## src/rtl/mul_div_unit.sv

```systemverilog
// Iterative unsigned multiply/divide unit with a register-bank write-back port.
// A multiply or divide takes 32 RUN cycles. A divide by zero returns its result without iterating.
module mul_div_unit #(
    parameter int unsigned WIDTH = 32,
    parameter int unsigned IDX_W = 4
) (
    input  logic             clk,
    input  logic             reset,
    input  logic             start,
    input  logic [1:0]       op,
    input  logic [WIDTH-1:0] operand_a,
    input  logic [WIDTH-1:0] operand_b,
    input  logic [IDX_W-1:0] dest_reg,
    output logic             busy,
    output logic             done,
    output logic [WIDTH-1:0] result,
    output logic [IDX_W-1:0] write_port,
    output logic             write
);

    localparam int unsigned CNT_W = $clog2(WIDTH);

    typedef enum logic [1:0] {IDLE, RUN, DONE} state_t;

    state_t             state;
    logic [1:0]         op_q;
    logic [WIDTH-1:0]   b_q;
    logic [IDX_W-1:0]   dest_q;
    logic [CNT_W-1:0]   count;
    // hi holds the product high word or the remainder.
    // lo holds the product low word or the quotient.
    logic [WIDTH-1:0]   hi, lo;
    logic [WIDTH-1:0]   hi_nx, lo_nx;
    logic [WIDTH:0]     mul_sum, rem_sh, rem_diff;
    logic               rem_ge;

    always_comb begin
        mul_sum  = {1'b0, hi} + (lo[0] ? {1'b0, b_q} : '0);
        rem_sh   = {hi, lo[WIDTH-1]};
        rem_ge   = (rem_sh >= {1'b0, b_q});
        rem_diff = rem_sh - {1'b0, b_q};
        if (op_q[1]) begin
            hi_nx = rem_ge ? rem_diff[WIDTH-1:0] : rem_sh[WIDTH-1:0];
            lo_nx = {lo[WIDTH-2:0], rem_ge};
        end else begin
            hi_nx = mul_sum[WIDTH:1];
            lo_nx = {mul_sum[0], lo[WIDTH-1:1]};
        end
    end

    assign busy  = (state != IDLE);
    assign write = done;

    always_ff @(posedge clk or negedge reset) begin
        if (!reset) begin
            state      <= IDLE;
            op_q       <= '0;
            b_q        <= '0;
            dest_q     <= '0;
            count      <= '0;
            hi         <= '0;
            lo         <= '0;
            done       <= 1'b0;
            result     <= '0;
            write_port <= '0;
        end else begin
            case (state)
                IDLE: begin
                    if (start) begin
                        op_q   <= op;
                        b_q    <= operand_b;
                        dest_q <= dest_reg;
                        count  <= CNT_W'(WIDTH - 1);
                        if (op[1] && operand_b == '0) begin
                            // Divide by zero: the quotient is all ones and the remainder is the dividend.
                            hi    <= operand_a;
                            lo    <= '1;
                            state <= DONE;
                        end else begin
                            hi    <= '0;
                            lo    <= operand_a;
                            state <= RUN;
                        end
                    end
                end
                RUN: begin
                    hi    <= hi_nx;
                    lo    <= lo_nx;
                    count <= count - 1'b1;
                    if (count == '0) begin
                        // The result is taken from the next-state values.
                        // The last iteration is written to the same edge that raises done.
                        result     <= op_q[0] ? hi_nx : lo_nx;
                        write_port <= dest_q;
                        done       <= 1'b1;
                        state      <= DONE;
                    end
                end
                DONE: begin
                    if (!done) begin
                        result     <= op_q[0] ? hi : lo;
                        write_port <= dest_q;
                        done       <= 1'b1;
                    end else begin
                        done  <= 1'b0;
                        state <= IDLE;
                    end
                end
                default: state <= IDLE;
            endcase
        end
    end

endmodule

```

## config.mk

```make
export PLATFORM = sky130hd
export DESIGN_NAME = mul_div_unit
export DESIGN_NICKNAME = d
export VERILOG_FILES = /design/src/rtl/mul_div_unit.sv
export SDC_FILE = /design/constraint.sdc
export NUM_CORES = 1
export LEC_CHECK = 0
export BUFFER_PORTS_ARGS = -buffer_cell sky130_fd_sc_hd__buf_4
export CAP_MARGIN = 20
export CORE_ASPECT_RATIO = 1.4
export CORE_UTILIZATION = 53
export CTS_BUF_LIST = sky130_fd_sc_hd__clkbuf_8
export DETAILED_ROUTE_END_ITERATION = 6
export GPL_TIMING_DRIVEN = 0
export PLACE_DENSITY = 0.76
export REMOVE_ABC_BUFFERS = 1
export SYNTH_ARGS = -nofsm -noshare
export SYNTH_HDL_FRONTEND = slang
export SYNTH_SLANG_ARGS = --single-unit
```

## constraint.sdc

```tcl
create_clock -name clk -period 4.7 [get_ports clk]
set_clock_uncertainty 0.15 [all_clocks]
set_input_delay 0.235 -clock clk [delete_from_list [all_inputs] [get_ports clk]]
set_output_delay 0.235 -clock clk [all_outputs]
set_load 0.005 [all_outputs]
```

# Word level (Yosys, flattened, before mapping)
# Index checks and enable logic that the tools add are counted.
# op_classes
add_sub_neg	3
n_lt_le_gt_ge	1
n_eq_ne	6
n_mux	28
n_reduce_logical	12
# ops
op	n
two-way mux 32 bit	12
one-hot mux 32 bit (2 select lines)	3
adder 32 x 32 -> 33 bit	1
>= comparator 33 x 32 -> 1 bit	1
zero test 32 bit	1
subtractor 32 bit	1
one-hot mux 5 bit (2 select lines)	1
two-way mux 2 bit	4
two-way mux 4 bit	2
!= test 2 bit, second input constant	4
one-hot mux 4 bit (2 select lines)	1
one-hot mux 2 bit (3 select lines)	1
AND reduction 2 bit	3
AND reduction 3 bit	2
nonzero test 2 bit	3
zero test 5 bit	1
two-way mux 5 bit	1
subtractor 5 x 1 -> 5 bit, second input constant	1
== test 2 x 1 -> 1 bit, second input constant	1
== test 2 bit, second input constant	1
zero test 2 bit	1
two-way mux 1 bit	2
one-hot mux 1 bit (2 select lines)	1
logical AND 1 bit	1
# totals
reg_bits	146
input_bits	73
output_inout_bits	39

# Longest topological paths before layout
# depth
ltp_word	6
depth_mapped	14

# Worst setup path before layout
# OpenSTA, ideal clock, no wires.
# synth_path
path_type	flip-flop to flip-flop
startpoint	register lo[0]
endpoint	register result[17]
t_arrival_ps	2868
t_required_ps	4473
setup_slack_ps	1605
stages_incl_launch_ff	13
n_path_buf	1
period_less_slack_ps	3095
cell_sequence	dfrtp_1 > clkbuf_1 > and2_1 > ha_1 > a2111oi_2 > o21ai_1 > o211a_1 > o311a_1 > nor3_1 > xor2_1 > o311ai_0 > o21ai_0 > a21oi_1
# synth_via
elab_chain_len	6
# synth_lines
element	line	source
from (decl)	32	logic [WIDTH-1:0] hi, lo;
from (signal assigned)	81	lo <= operand_a;
from (signal assigned)	88	lo <= lo_nx;
two-way mux 32 bit	38	mul_sum = {1'b0, hi} + (lo[0] ? {1'b0, b_q} : '0);
adder 32 x 32 -> 33 bit	38	
two-way mux 32 bit	42	if (op_q[1]) begin
two-way mux 32 bit	93	result <= op_q[0] ? hi_nx : lo_nx;
two-way mux 32 bit	90	if (count == '0) begin
one-hot mux 32 bit (2 select lines)	67	case (state)
to (signal assigned)	93	
to (signal assigned)	101	result <= op_q[0] ? hi : lo;
to (decl)	16	output logic [WIDTH-1:0] result,
# Every way passes these cells. The select of a mux whose other input is x is not followed.
# A chain may end at the register's enable or synchronous reset.

# Final worst setup path
# layout_path
startpoint	register hi[10]
endpoint	register hi[9]
# layout_via
elab_chain_len	4
word_cells_on_any_way	5
cone_classes	1 x add/sub; 1 x order compare; 3 x mux
# layout_lines
element	line	source
from (decl)	32	
from (signal assigned)	76	hi <= operand_a;
from (signal assigned)	87	hi <= hi_nx;
>= comparator 33 x 32 -> 1 bit	40	rem_ge = (rem_sh >= {1'b0, b_q});
two-way mux 32 bit	43	hi_nx = rem_ge ? rem_diff[WIDTH-1:0] : rem_sh[WIDTH-1:0];
two-way mux 32 bit *	42	
one-hot mux 32 bit (2 select lines) *	67	
# Every way passes the cells marked *; elsewhere a longest branch is shown, timed or not.

==> metrics.csv <==
stage,metric,value,unit
floorplanning,fp.dieH,180,um
sta,fin_setup_tns,0,ns
critical_path,cp_top_family,compound AO/OA/AOI/OAI gates,
pwr,swShare,0.543,
placed_design,numPlacedInstances,1840,
cts,clock_tree.root_cell,clkbuf_8,
floorplanning,die-area,23100,um2
layout,final_cell_mix,"nand2_1 (244), dfrtp_1 (144), a21oi_1 (127), o21ai_0 (124), buf_4 (112)",
layout,fin_area,14200,um2
layout,n_antenna_cell,0,
pwr,intPower,5.34,mW
critical_path,worstPathRequired,4.93,ns
sta,finalCritPeriodShare,0.947,
sta,setup_viol_count_final,0,
layout,final_nets,1776,
floorplanning,start_util,0.544,
pwr,p_leak,6.38,nW
cts,numCtsBuffers,17,
sta,rsz0062_at_grt,no,
logic_synthesis,synthMuxAreaShare,0.0476,
logic_synthesis,yosys.area_share.simple,0.219,
sta,finalHoldViolations,0,
layout,syn_to_final_growth,18.8,%
pwr,netSwitchingPower,6.35,mW
layout,multi_input_area,7680,um2
pwr,comb_power_share,0.693,
placed_design,place_area,13000,um2
logic_synthesis,synth-xor-area-share,0.0382,
cts,clock_sinks,146,
cts,postCtsSetupBuffers,0,
worst_hold_path,hold_path_class,input pin to asynchronous set/reset pin,
logic_synthesis,ys_types,75,
placed_design,globalplace.congestion,0.972,
layout,instances_no_fill,1945,
logic_synthesis,synth-seq-cells,146,
logic_synthesis,synth_compound_area_frac,0.261,
layout,regArea,3660,um2
floorplanning,die_w,129,um
drt,drtAntennaViolNets,0,
grt,antenna_found_initial,0,
cts,htree_num_levels,4,
logic_synthesis,synth_seq_area_share,0.306,
cts,cts_tree,done,
placed_design,place.port_buffers,111,
critical_path,criticalPathCategory,flip-flop to flip-flop,
logic_synthesis,synthFlopType,dfrtp_1,
floorplanning,core,21900,um2
grt,grt_pass1_vias,12100,
critical_path,worst_setup_path_start_kind,flip-flop,
floorplanning,ioPinCount,112,
sta,finalCriticalPeriod,4.45,ns
grt,grt.total_usage,0.376,
cts,cts_buffer_depth,2,
logic_synthesis,async_reset_ff_frac,1.00,
floorplanning,num_rows,64,
job,maxCapViolations,0,
sta,tightest_slew,1.03,ns
drt,firstDrtPassIters,5,
drt,viasPerCell,6.43,
critical_path,cp-end-kind,flip-flop,
sta,max_freq,225,MHz
placed_design,post-dp-hpwl,30100,um
grt,overflow,0,
logic_synthesis,netlist_instances,1524,
drt,wl,42500,um
grt,grt_pass1_wl,66200,um
drt,drtIter0Drc,1185,
pwr,p_clk_frac,0.088,
sta,final-max-slew-violation-count,0,
logic_synthesis,synth_top_family_by_area,compound AO/OA/AOI/OAI gates,
cts,insertion_delay,0.49,ns
critical_path,crit_fanout,25,
critical_path,cpPeakStageDelay,0.79,ns
layout,fillers,1949,
pwr,ir_worst_vdd,0.343,mV
cts,path_clk_slew,0.10,ns
pwr,seqPwrFrac,0.219,
drt,drc,0,
logic_synthesis,synth_warnings,0,
critical_path,cp_data_arrival_time,4.69,ns
logic_synthesis,postSynthAreaPerCell,7.83,um2
logic_synthesis,synthAdderAreaFrac,0.0726,
critical_path,path_cells,ha_1 > nand4_1 > or4_1 > o31a_1 > nand3_2 > a21o_1 > a41oi_1 > mux2i_1 > a22oi_1 > o21ai_0,
critical_path,cpMaxStageDelayCell,a21o_1,
cts,cts_resized,0,
grt,grt_max_degree,81,
pwr,fin_total_pwr,11.7,mW
logic_synthesis,synth_edf_count,0,
layout,layout-drive-gt1-share,0.121,
status,status,"finished, final reports clean",
drt,drt-wirelength-per-cell,21.9,um
critical_path,crit_buf_inv,0,
drt,vias,12500,
pwr,power.density,825,nW/um2
sta,slew_headroom,0.314,
layout,final_common_cell,nand2_1,
logic_synthesis,synth_area,11900,um2
[what timing repair did]
| action | in CTS | in global routing |
|---|---|---|
| hold endpoints to repair | 179 | 0 |
| endpoints found under the setup margin | 0 | 0 |
| hold buffers | 71 | 0 |
[state kept, by name, summed over array words and instances, names as in the netlist]
signal / count
op_q: 2
count: 5
result: 32
b_q: 32
state: 2
dest_q: 4
write_port: 4
done: 1
lo: 32
hi: 32
[worst register-to-register path, cell delays in order (launching register included)]
cell	delay, ns
dfrtp_1	0.51
ha_1	0.53
nand4_1	0.20
or4_1	0.53
o31a_1	0.28
nand3_2	0.12
a21o_1	0.79
a41oi_1	0.33
mux2i_1	0.55
a22oi_1	0.14
o21ai_0	0.23
[final cells by class]
cell class / count / share of cell area
tap: 297 / 0.0262
inverter: 50 / 0.0132
clock inverter: 13 / 0.00883
clock buffer: 19 / 0.0184
multi-input combinational: 1219 / 0.542
sequential: 146 / 0.258
timing repair buffer: 201 / 0.133
[power groups by stage]
stage	clock [mW]	sequential, mW	combinational, mW
floorplan	0	2.30	5.56
global placement	0	2.70	7.50
detailed placement	0	2.57	7.80
CTS	1.04	2.55	7.90
global route	1.09	2.59	8.84
finish	1.03	2.56	8.10
[through the flow]
| stage | hold WS, ns | utilization | worst slack, ns |
|---|---|---|---|
| 2_1_floorplan | -0.211 | - | -0.920 |
| 3_3_place_gp | 0.296 | 0.577 | -5.60 |
| 3_5_place_dp | 0.204 | 0.594 | 0.0901 |
| 4_1_cts | 0.248 | 0.644 | 0.0629 |
| 5_1_grt | 0.292 | 0.646 | 0.0631 |
| 6_report | 0.236 | 0.646 | 0.247 |
[cell usage after synthesis (9+ instances only)]
cell type | instances | area share
xor2_1 | 18 | 0.013
nand4_1 | 19 | 0.010
nor2_1 | 97 | 0.031
nand3_1 | 39 | 0.016
o211ai_1 | 20 | 0.013
ha_1 | 66 | 0.069
a21o_1 | 22 | 0.014
clkbuf_1 | 82 | 0.026
mux2i_1 | 50 | 0.042
a31oi_1 | 27 | 0.014
xnor2_1 | 34 | 0.025
o22ai_1 | 9 | 0.0047
and3_1 | 29 | 0.015
a211oi_1 | 21 | 0.013
a21oi_1 | 127 | 0.053
o21a_1 | 11 | 0.0069
nor3_1 | 25 | 0.010
inv_1 | 50 | 0.016
or3_1 | 9 | 0.0047
nor2b_1 | 11 | 0.0058
o21ai_0 | 124 | 0.052
o21bai_1 | 9 | 0.0057
and2_1 | 38 | 0.020
nand2_1 | 244 | 0.077
nor4_1 | 11 | 0.0058
o311ai_0 | 33 | 0.024
dfrtp_1 | 146 | 0.31
a221oi_1 | 10 | 0.0073
[metal layers]
layer	track usage	part of all wire
met1	0.428	0.37
met2	0.626	0.48
met3	0.0539	0.058
met4	0.293	0.087
met5	0	0
[kinds of logic after synthesis]
| logic type | Yosys count |
|---|---|
| DFF | 146 |
| and+or+nand+nor | 559 |
| buffers and inverters | 159 |
| xor gates and xnor gates | 52 |
| AOI/OAI and AO/OA | 484 |
| adders and majority gates | 68 |
| muxes | 56 |
[path summary, 6_finish.rpt]
path                       startpoint             to  slack (ns)  depth (start not counted)
setup / recovery               hi[10]          hi[9]        0.25                         10
hold / removal                  reset         b_q[7]        0.24                          2
setup reg to reg               hi[10]          hi[9]        0.25                         10
hold reg to reg             dest_q[3]  write_port[3]        0.33                          2
max in group asynchronous       reset        op_q[0]        3.30                          3
min in group clk            dest_q[3]  write_port[3]        0.33                          2
Note: power is estimated with default switching activity, not from simulation.
